<file path="config.mk">
export PLATFORM = sky130hd
export DESIGN_NAME = map_matrix_scanner
export DESIGN_NICKNAME = d
export VERILOG_FILES = /design/src/rtl/life_pkg.sv /design/src/rtl/row_serializer.sv /design/src/rtl/map_matrix_scanner.sv
export SDC_FILE = /design/constraint.sdc
export NUM_CORES = 1
export LEC_CHECK = 0
export CAP_MARGIN = 30
export CORE_ASPECT_RATIO = 0.8
export CORE_MARGIN = 8
export CORE_UTILIZATION = 49
export DETAILED_ROUTE_END_ITERATION = 10
export PLACE_DENSITY = 0.77
export SETUP_SLACK_MARGIN = 0.4
export SLEW_MARGIN = 20
export SYNTH_ARGS = -nofsm -noshare
export SYNTH_HDL_FRONTEND = slang
export SYNTH_SLANG_ARGS = --single-unit
export TNS_END_PERCENT = 100
</file>
<file path="constraint.sdc">
create_clock -name clk -period 3.4 [get_ports clk]
set_input_delay 0.51 -clock clk [delete_from_list [all_inputs] [get_ports clk]]
set_output_delay 0.51 -clock clk [all_outputs]
set_load 0.01 [all_outputs]
</file>
<file path="src/rtl/life_pkg.sv">
// life_pkg: map geometry and scanner state encoding shared by the life engine and display blocks.
package life_pkg;
  localparam int MAP_W = 16;
  localparam int MAP_H = 16;
  localparam int MAP_BITS = MAP_W * MAP_H;
  localparam int X_W = $clog2(MAP_W);
  localparam int Y_W = $clog2(MAP_H);
  typedef enum logic [2:0] {S_LOAD, S_SHIFT, S_BLANK, S_LATCH, S_SHOW} scan_state_t;
endpackage

</file>
<file path="src/rtl/row_serializer.sv">
// row_serializer: shifts a 16-bit word MSB first; each bit is CLK_DIV clocks with sclk low, then CLK_DIV clocks with sclk high.
module row_serializer #(
  parameter int CLK_DIV = 250
) (
  input  logic        clk,
  input  logic        rst_n,
  input  logic        start,
  input  logic [15:0] word,
  output logic        sclk,
  output logic        sdata,
  output logic        done
);
  localparam int CW = CLK_DIV > 1 ? $clog2(CLK_DIV) : 1;
  localparam logic [CW-1:0] CNT_LAST = CW'(CLK_DIV - 1);
  logic          active, high, tick;
  logic [CW-1:0] cnt;
  logic [3:0]    bits;
  logic [15:0]   shreg;
  assign tick  = cnt == CNT_LAST;
  assign sclk  = active & high;
  assign sdata = active & shreg[15];
  assign done  = active & high & tick & (bits == 4'd15);
  always_ff @(posedge clk or negedge rst_n) begin
    if (!rst_n) begin
      active <= 1'b0;
      high   <= 1'b0;
      cnt    <= '0;
      bits   <= '0;
      shreg  <= '0;
    end else if (start) begin
      active <= 1'b1;
      high   <= 1'b0;
      cnt    <= '0;
      bits   <= '0;
      shreg  <= word;
    end else if (active) begin
      cnt    <= tick ? '0 : cnt + 1'b1;
      active <= !done;
      if (tick) begin
        high <= !high;
        if (high) begin
          shreg <= shreg << 1;
          bits  <= bits + 1'b1;
        end
      end
    end
  end
endmodule

</file>
<file path="src/rtl/map_matrix_scanner.sv">
// map_matrix_scanner: scans a snapshotted 16x16 life map row by row onto a shift-register LED matrix with a blinking cursor.
module map_matrix_scanner
  import life_pkg::*;
#(
  parameter int CLK_DIV      = 250,
  parameter int ROW_HOLD     = 50_000,
  parameter int BLINK_FRAMES = 16
) (
  input  logic                clk,
  input  logic                rst_n,
  input  logic [MAP_BITS-1:0] map,
  input  logic [X_W-1:0]      cursor_x,
  input  logic [Y_W-1:0]      cursor_y,
  input  logic                cursor_en,
  output logic                sclk,
  output logic                sdata,
  output logic                slatch,
  output logic                oe_n,
  output logic [Y_W-1:0]      row_sel,
  output logic                frame_start
);
  localparam int HW = ROW_HOLD > 1 ? $clog2(ROW_HOLD) : 1;
  localparam int BW = BLINK_FRAMES > 1 ? $clog2(BLINK_FRAMES) : 1;
  localparam logic [HW-1:0] HOLD_LAST  = HW'(ROW_HOLD - 1);
  localparam logic [BW-1:0] BLINK_LAST = BW'(BLINK_FRAMES - 1);
  scan_state_t         state, next;
  logic [Y_W-1:0]      r, cur_y, snap_y;
  logic [X_W-1:0]      cur_x, snap_x;
  logic [HW-1:0]       hold;
  logic [BW-1:0]       frames;
  logic                phase, snap_phase, snap_en, cur_en, cur_phase, first, ser_done;
  logic [MAP_BITS-1:0] snap, src;
  logic [MAP_W-1:0]    base, word;
  // The r==0 LOAD row must see the inputs being snapshotted in that same cycle.
  assign first       = state == S_LOAD && r == '0;
  assign frame_start = first & rst_n;
  assign slatch      = state == S_LATCH;
  assign src         = first ? map : snap;
  assign cur_x       = first ? cursor_x : snap_x;
  assign cur_y       = first ? cursor_y : snap_y;
  assign cur_en      = first ? cursor_en : snap_en;
  assign cur_phase   = first ? phase : snap_phase;
  assign base        = src[r*MAP_W +: MAP_W];
  assign word        = base ^ (MAP_W'(cur_en && cur_y == r && cur_phase) << cur_x);
  always_comb begin
    next = state;
    unique case (state)
      S_LOAD:  next = S_SHIFT;
      S_SHIFT: next = ser_done ? S_BLANK : S_SHIFT;
      S_BLANK: next = S_LATCH;
      S_LATCH: next = S_SHOW;
      S_SHOW:  next = hold == HOLD_LAST ? S_LOAD : S_SHOW;
      default: next = S_LOAD;
    endcase
  end
  always_ff @(posedge clk or negedge rst_n) begin
    if (!rst_n) begin
      state      <= S_LOAD;
      r          <= '0;
      hold       <= '0;
      frames     <= '0;
      phase      <= 1'b0;
      snap       <= '0;
      snap_x     <= '0;
      snap_y     <= '0;
      snap_en    <= 1'b0;
      snap_phase <= 1'b0;
      oe_n       <= 1'b1;
      row_sel    <= '0;
    end else begin
      state <= next;
      hold  <= state == S_SHOW ? hold + 1'b1 : '0;
      if (state == S_SHOW && next == S_LOAD) r <= r + 1'b1;
      if (next == S_BLANK) oe_n <= 1'b1;
      if (next == S_SHOW) oe_n <= 1'b0;
      if (next == S_LATCH) row_sel <= r;
      // The phase sampled here is the pre-toggle value, so a toggle takes effect next frame.
      if (first) begin
        snap       <= map;
        snap_x     <= cursor_x;
        snap_y     <= cursor_y;
        snap_en    <= cursor_en;
        snap_phase <= phase;
        frames     <= frames == BLINK_LAST ? '0 : frames + 1'b1;
        if (frames == BLINK_LAST) phase <= !phase;
      end
    end
  end
  row_serializer #(.CLK_DIV(CLK_DIV)) u_ser (
    .clk   (clk),
    .rst_n (rst_n),
    .start (state == S_LOAD),
    .word  (word),
    .sclk  (sclk),
    .sdata (sdata),
    .done  (ser_done)
  );
endmodule
</file>
=== Word-level counts from Yosys, hierarchy flattened ===
Cells that the tools add are included.

* Add/subtract/negate cells: 5
* Equality and inequality tests: 12
* Shifts and indexed selects: 2
* Multiplexer cells: 28
* Bitwise gates (word level): 6
* Reduce and logical (&&, ||, !) cells: 17

{| class="wikitable"
|+ Operators with widths
! kind !! number
|-
| $mux 256 || 1
|-
| $shiftx 256x9->16 || 1
|-
| $mux 16 || 5
|-
| $mux 4 || 7
|-
| $mux 8 || 3
|-
| $add 16x1->16 const B || 1
|-
| $eq 16x16->1 const B || 1
|-
| $shl 1x4->16 || 1
|-
| $xor 16x16->16 || 1
|-
| $pmux 3 s5 || 1
|-
| $add 4x1->4 const B || 3
|-
| $eq 3x2->1 const B || 4
|-
| $mux 1 || 9
|-
| $add 8x1->8 const B || 1
|-
| $eq 4x4->1 const B || 2
|-
| $eq 8x8->1 const B || 1
|-
| $reduce_bool 2->1 || 4
|-
| $eq 3x3->1 const B || 2
|-
| $logic_not 3->1 || 2
|-
| $and 1x1->1 || 5
|-
| $eq 4x4->1 || 1
|-
| $logic_and 1x1->1 || 4
|-
| $logic_not 4->1 || 1
|-
| $reduce_and 2->1 || 2
|-
| 5 further kinds || 7
|}

* Register bits: 329
* Output and inout bits: 9

=== Depth between registers and ports, before layout ===
Gate-level depths: netlist (run 1).

* Depth after elaboration: 9
* Depth in mapped cells: 15
* Gate-level depth less buffers: 10

=== By module ===
From an unflattened synthesis (run 1), not the netlist that was laid out.

* Cell total of the unflattened synthesis: 1,804
* Area, all modules: 16,341.9 um2

{| class="wikitable"
|+ Modules (own cells, without submodules)
! module !! instances !! cells each !! area an instance (um2) !! sequential area each (um2)
|-
| map_matrix_scanner || 1 || 1,622 || 14,602.8 || 7,483.4
|-
| row_serializer || 1 || 182 || 1,739.2 || 750.7
|}

=== Least setup slack after synthesis (run 1) ===
OpenSTA, ideal clock, no wires.

* Path kind: register to register
* Start: register r[0]
* End: register u_ser.shreg[9]
* Arrival: 3.445 ns
* Required time: 3.308 ns
* Path slack: -0.136 ns
* Stages on the path, launching flop included: 14
* Path buffers: 4
* Cell sequence: dfrtp_1 clkbuf_1 inv_1 clkbuf_1 buf_1 ha_1 or3b_1 nor2_2 a311oi_1 a211o_1 buf_2 or4_1 o21a_1 o31ai_2

* Cells in the longest elaborated chain, start to end: 9

{| class="wikitable"
|+ Ends and longest elaborated chain
! item !! line !! source
|-
| start: declaration || map_matrix_scanner.sv:27 || <nowiki>logic [Y_W-1:0] r, cur_y, snap_y;</nowiki>
|-
| start signal: assignment || map_matrix_scanner.sv:73 || <nowiki>if (state == S_SHOW && next == S_LOAD) r <= r + 1'b1;</nowiki>
|-
| parallel branches: the longest is 7 deep, another holds $mux 256 || n/a ||
|-
| $xor 16x16->16 (*) || map_matrix_scanner.sv:44 || <nowiki>assign word = base ^ (MAP_W'(cur_en && cur_y == r && cur_phase) << cur_x);</nowiki>
|-
| $mux 16 (*) || row_serializer.sv:30 || <nowiki>end else if (start) begin</nowiki>
|-
| end signal: assignment || row_serializer.sv:35 || <nowiki>shreg <= word;</nowiki>
|-
| end signal: assignment || row_serializer.sv:42 || <nowiki>shreg <= shreg << 1;</nowiki>
|-
| end: declaration || row_serializer.sv:18 || <nowiki>logic [15:0] shreg;</nowiki>
|}

Every way passes the cells marked *.
A chain may end at the register's enable or synchronous reset.

=== Worst setup path after layout (run 1) ===
* Start: register r[0]
* End: register u_ser.shreg[11]

{| class="wikitable"
|+ RTL lines
! item !! line !! source
|-
| $logic_not 4->1 || map_matrix_scanner.sv:35 || <nowiki>assign first = state == S_LOAD && r == '0;</nowiki>
|-
| $logic_and 1x1->1 || map_matrix_scanner.sv:35 ||
|-
| $mux 256 || n/a ||
|-
| via src[59] || map_matrix_scanner.sv:32 || <nowiki>logic [MAP_BITS-1:0] snap, src;</nowiki>
|-
| $shiftx 256x9->16 || map_matrix_scanner.sv:43 || <nowiki>assign base = src[r*MAP_W +: MAP_W];</nowiki>
|-
| $xor 16x16->16 || map_matrix_scanner.sv:44 ||
|-
| $mux 16 || row_serializer.sv:30 ||
|}

The timed path passes the listed nets, and every way through them passes these cells.

==> flow_summary.yaml, run 1 <==
floorplanning:
  core_region_area_sq_um: 33700
  rows: 60
  io_pins: 276
  die_area_sq_um: 40500
  initial_core_util_pct: 49.8
  die_h_um: 182
  die_w_um: 223
global_routing:
  grt_util_all_layers_pct: 26.1
  grt_pass1_vias: 14600
  grtUsageMet2_pct: 39.5
  grt_use_met3_pct: 6.84
  use_met1_pct: 35.9
  grt_pass1_wl_mm: 83.5
  grt_overflow: 0
  top_usage_layer: "met2"
  antenna_found_initial: 9
  grt_start_max_net_pins: 150
worst_hold_path:
  min_path_type: "reg -> reg"
critical_path:
  worstPathCellList: "inv_4 > ha_4 > nor3b_4 > buf_6 > nand2_4 > buf_6 > mux2_2 > o211ai_1 > a311oi_1 > or4_1 > a31oi_1"
  endpoint_kind: "flop"
  worst_ep_required_time_ns: 3.83
  cpLargestDelayFamily: "simple AND/OR/NAND/NOR gates"
  cpPeakStageDelay_ns: 0.48
  crit_buf_inv: 3
  critPathMaxFanout: 18
  cpMostUsedCell: "buf_6"
  cp_slowest_cell: "or4_1"
  cp-start-kind: "flop"
  worst_ep_arrival_time_ns: 3.43
  worstSetupPathType: "reg -> reg"
power:
  p_sw_share_pct: 22.8
  seqPwrFrac_pct: 46.4
  p_int_uw: 6940
  peakVddDrop_uv: 290
  comb_power_share_pct: 9.7
  power_switching_uw: 2050
  p_leak_uw: 0.00975
  power_density_nw_per_um2: 408
  clkPwrFrac_pct: 43.9
cts:
  htreeDepth: 2
  clock_sinks: 329
  tritoncts: "yes"
  clock_path_buffers: 3
  root_buffer: "clkbuf_16"
  path_clk_slew_ns: 0.06
  cts_inserted_buffers: 35
  insertion_delay_ns: 0.53
yosys:
  synth_nets: 1943
  yosys-top-cells-area: "dfrtp_1 49%, nand2_1 15%, mux4_2 15%, mux2_2 2.9%, clkbuf_1 1.9%"
  syn_avg_cell_area_sq_um: 10.1
  yosys.area.top_type: "dfrtp_1"
  ys.flop_type: "dfrtp_1"
  synth-seq-area-share_pct: 49.1
  yosysUniqueCellTypes: 61
  yosysMostFrequentCell: "nand2_1"
  ys_warn_count: 0
  synth.top_cell.area_share_pct: 48.9
  synth_commonest_cells: "676 x nand2_1, 328 x dfrtp_1, 110 x mux4_2"
  synthArstFlopShare_pct: 100
  synth_edf_count: 0
  ys_ff_latch: 329
  syn_area_sq_um: 16800
  synthCells: 1669
sta:
  hold_viol: 0
  period_minus_slack_ns: 3.00
  setup_viol: 0
  tns_ns: 0
  period_share_pct: 88.3
  slew_violations: 0
  fmax_ghz: 0.333
  rsz0062_at_grt: "true"
  worst_pin_slew_ns: 0.880
  skew_ns: 0.0190
  max_slew_margin_pct: 41.3
detailed_routing:
  detail_route.wl_per_cell_um: 22.3
  vias_per_cell: 5.91
  antenna_left: 0
  route.vias.total: 14300
  drt-pass1-iter-count: 6
  drc: 0
  drt_first_iter_violations: 1614
  wl_mm: 53.9
outcome:
  status: "finished, final reports clean"
job:
  cap_violations: 0
placed_design:
  placed_cell_area_sq_um: 20100
  finalWeightedCongestion: 0.903
  port-buffer-count: 275
  dp_hpwl_mm: 37.4
final_layout:
  register_area_sq_um: 8240
  syn2layout_area_growth_pct: 31.2
  fill_cells: 2526
  design_area_sq_um: 22000
  drive_gt1_share_pct: 17.0
  finalNetCount: 2223
  multi_input_area_sq_um: 8230
-- logic make-up (layout without fill, tap and decap cells) --
kind of cell	Yosys count	count (layout)	synth area share, %
and+or+nand+nor	831	833	20.1
buffers and inverters	138	440	3.40
adders and majority gates	7	7	0.522
muxes	163	163	18.2
DFF	329	329	49.1
AOI/OAI and AO/OA	175	175	7.29
xor gates and xnor gates	26	26	1.36
other	0	11	0
-- state kept, by name, summed over array words and instances (netlist names), 8 cells and up --
register / flops
u_ser.shreg: 16
u_ser.cnt: 8
snap: 256
hold: 16
-- stage by stage --
stage	setup slack (ns)	utilization, %	total power (uW)	hold slack, ns	instances
2_1_floorplan	0.403	-	4510	0.214	1669
3_3_place_gp	0.153	59.7	5050	0.451	2317
3_5_place_dp	0.114	59.7	5080	0.457	2317
4_1_cts	0.366	64.6	9000	0.472	2402
5_1_grt	0.314	65.3	9260	0.491	2414
6_report	0.398	65.3	8990	0.471	2418
-- cell type report --
class                           count  area share [%]
Clock buffer                       54            4.95
Tap cell                          434            2.47
Inverter                           23           0.404
Multi-Input combinational cell   1204            37.4
Timing Repair Buffer              356            16.9
Sequential cell                   329            37.4
Antenna cell                       11           0.125
Clock inverter                      7           0.398
-- metal layers --
layer | vias up | wire, um | part of all wire, %
met5 | - | 0 | 0
met4 | 0 | 1890 | 3.5
met3 | 108 | 5120 | 9.5
met2 | 759 | 24600 | 46
met1 | 7061 | 22400 | 41
li1 | 6355 | - | -
-- path summary, 6_finish.rpt --
kind / cells after the start / to / slack, ns / start
min: 2 / snap[187] / 0.47 / snap[187]
min in group asynchronous: 2 / hold[9] / 0.53 / rst_n
max reg2reg: 11 / u_ser.shreg[11] / 0.40 / r[0]
max: 11 / u_ser.shreg[11] / 0.40 / r[0]
min reg2reg: 2 / snap[187] / 0.47 / snap[187]
max in group asynchronous: 3 / snap[149] / 1.71 / rst_n
-- worst register-to-register path, cell delays in order, from the launching register on --
cell      delay (ns)
dfrtp_4         0.43
inv_4           0.04
ha_4            0.15
nor3b_4         0.14
buf_6           0.14
nand2_4         0.16
buf_6           0.25
mux2_2          0.39
o211ai_1        0.38
a311oi_1        0.19
or4_1           0.49
a31oi_1         0.16
-- timing repair --
item / in CTS / in global routing
setup endpoints to repair: 17 / 17
gates resized for setup: 25 / 32
pin swaps: 2 / 9
endpoints found under the hold margin: 53 / 0
hold buffers: 1 / 0
gates cloned: 7 / 0
buffers inserted: 16 / 3
-- power by group through the flow --
stage	logic [uW]	clock network, uW	registers (uW)
finish	869	3950	4170
CTS	853	3980	4170
global route	935	4140	4190
floorplan	304	0	4210
global placement	823	0	4220
detailed placement	843	0	4230
-- layout by cell type, fill, tap and decap left out, drive strengths merged, types with 13 or more instances in the layout --
master / Yosys / layout
inv: 22 / 22
clkdlybuf4s50: 0 / 273
o22ai: 24 / 24
a311oi: 13 / 13
mux2: 43 / 43
o211ai: 27 / 27
nor3: 16 / 16
nand2: 677 / 679
a21oi: 18 / 18
dfrtp: 328 / 328
nand3: 29 / 29
clkbuf: 84 / 55
a22oi: 14 / 14
xnor2: 14 / 14
mux4: 110 / 110
nor2: 48 / 48
a221oi: 14 / 14
o21ai: 29 / 29
buf: 31 / 76
Power figures use the tool's default switching activity.
==> inputs of run 2 (changes only) <==
CORE_UTILIZATION = 54   (was 49)
PLACE_DENSITY = 0.81   (was 0.77)
clock period = 3.15 ns   (was 3.4 ns; I/O delays follow)
==> run 2 against run 1 <==
  * Maximum frequency down 0.16%
  * Sequential cell count unchanged
  * Critical path depth grew 1
  * Final area up 2.7%
  * First-iteration DRC count rose by 0.62%
  * Sequential power grew 8.2%
  * Core utilization increased by 9.0 points
  * Global-route usage up 3.5 points
  * Final cell count about the same
  * Wire length grew 4.2%
  * Critical path type unchanged
==> flow_summary.yaml, run 2 (synthesis results as in run 1) <==
critical_path:
  cp-start-kind: "flop"
  worst_ep_arrival_time_ns: 3.41
  worstSetupPathType: "reg -> reg"
  critPathMaxFanout: 9
  endpoint_kind: "flop"
  worst_ep_required_time_ns: 3.55
detailed_routing:
  vias_per_cell: 6.13
  route.vias.total: 14800
  antenna_left: 0
  drt-pass1-iter-count: 6
  wl_mm: 56.2
  drc: 0
  drt_first_iter_violations: 1624
  detail_route.wl_per_cell_um: 23.2
global_routing:
  antenna_found_initial: 3
  grt_util_all_layers_pct: 29.6
  grt_use_met3_pct: 7.59
  grtUsageMet2_pct: 46.7
  grt_pass1_wl_mm: 85.5
  grt_overflow: 0
  top_usage_layer: "met2"
  use_met1_pct: 39.1
  grt_pass1_vias: 15300
  grt_start_max_net_pins: 162
power:
  comb_power_share_pct: 10.1
  seqPwrFrac_pct: 47.4
  power_density_nw_per_um2: 420
  clkPwrFrac_pct: 42.5
  power_switching_uw: 2230
  p_leak_uw: 0.0100
  peakVddDrop_uv: 317
  p_sw_share_pct: 23.4
  p_int_uw: 7280
sta:
  period_minus_slack_ns: 3.01
  period_share_pct: 95.5
  skew_ns: 0.0270
  setup_viol: 0
  slew_violations: 0
  worst_pin_slew_ns: 0.893
  tns_ns: 0
  hold_viol: 0
  rsz0062_at_grt: "true"
  fmax_ghz: 0.333
  max_slew_margin_pct: 40.5
cts:
  clock_sinks: 329
  tritoncts: "yes"
  path_clk_slew_ns: 0.07
  htreeDepth: 2
  root_buffer: "clkbuf_16"
  insertion_delay_ns: 0.53
  cts_inserted_buffers: 35
  clock_path_buffers: 3
floorplanning:
  core_region_area_sq_um: 30500
  die_h_um: 174
  initial_core_util_pct: 55.1
  die_w_um: 213
  die_area_sq_um: 37000
  io_pins: 276
  rows: 57
final_layout:
  fin_cells: 2417
  fill_cells: 1941
  design_area_sq_um: 22600
  syn2layout_area_growth_pct: 34.8
  largest_register_ffs: 256
  final_cell_mix: "675 x nand2_1, 327 x dfrtp_1, 273 x clkdlybuf4s50_1"
  finalNetCount: 2251
  top_register: "snap"
  layout_commonest_cell: "nand2_1"
  drive_gt1_share_pct: 18.9
  reg_top3: "snap: 256 flops, hold: 16 flops, u_ser.shreg: 16 flops"
placed_design:
  place_inst: 2304
  port-buffer-count: 275
  dp_hpwl_mm: 36.9
  finalWeightedCongestion: 0.870
  placed_cell_area_sq_um: 20200
job:
  cap_violations: 0
worst_hold_path:
  min_path_type: "in -> async"
outcome:
  status: "finished, final reports clean"
-- run 2: path summary, 6_finish.rpt --
kind                            from              to  slack (ns)  cells after the start
setup / recovery                r[0]  u_ser.shreg[9]        0.14                     12
max in group asynchronous      rst_n       snap[216]        1.58                      3
min in group clk           snap[242]       snap[242]        0.47                      2
setup reg to reg                r[0]  u_ser.shreg[9]        0.14                     12
hold / removal                 rst_n         hold[9]        0.39                      2
hold reg to reg            snap[242]       snap[242]        0.47                      2
-- run 2: area by class of cell --
class                   instances  area [sq um]  share of cell area, %
flip-flops and latches        329          8240                   36.4
clock buffers                  56          1070                   4.72
well taps                     413           517                   2.28
multi-input cells            1204          8430                   37.3
diodes                          3          7.51                 0.0332
repair buffers                384          4230                   18.7
clock inverters                 5          31.3                  0.138
inverters                      23          91.3                  0.404
-- run 2: power groups by stage --
stage / logic, uW / registers (uW) / clock network (uW)
2_1_floorplan: 329 / 4540 / 0
3_3_place_gp: 886 / 4560 / 0
3_5_place_dp: 908 / 4570 / 0
4_1_cts: 932 / 4500 / 4050
5_1_grt: 1030 / 4520 / 4220
6_report: 961 / 4510 / 4040
-- run 2: critical path: stages, from the launching register on --
cell	delay [ns]
dfrtp_4	0.50
clkinv_4	0.07
ha_4	0.12
nor3b_4	0.19
buf_8	0.19
nand2_8	0.13
buf_16	0.19
mux4_2	0.43
mux4_2	0.49
mux2i_1	0.17
buf_4	0.16
o21a_1	0.13
o31ai_2	0.06
-- run 2: what timing repair did --
item | CTS | global route
hold buffers | 1 | 0
pin swaps | 19 | 18
gates resized for setup | 70 | 35
gates cloned | 14 | 4
hold endpoints to repair | 27 | 0
endpoints found under the setup margin | 33 | 22
setup buffers | 20 | 8
-- run 2: through the flow --
stage / hold WS (ns) / power [uW] / utilization [%] / worst slack (ns)
CTS: 0.403 / 9480 / 73.0 / 0.203
global placement: 0.345 / 5450 / 66.3 / 0.0997
detailed placement: 0.346 / 5480 / 66.3 / 0.0364
finish: 0.389 / 9510 / 74.3 / 0.143
global route: 0.418 / 9770 / 74.3 / 0.0604
floorplan: 0.177 / 4870 / - / 0.173
-- run 2: metal layers --
layer / vias up / wire length [um] / share of wire (%)
li1: 6411 / - / -
met1: 7345 / 21200 / 38
met2: 890 / 26900 / 48
met3: 170 / 5910 / 11
met4: 4 / 2180 / 3.9
met5: - / 28 / 0.050
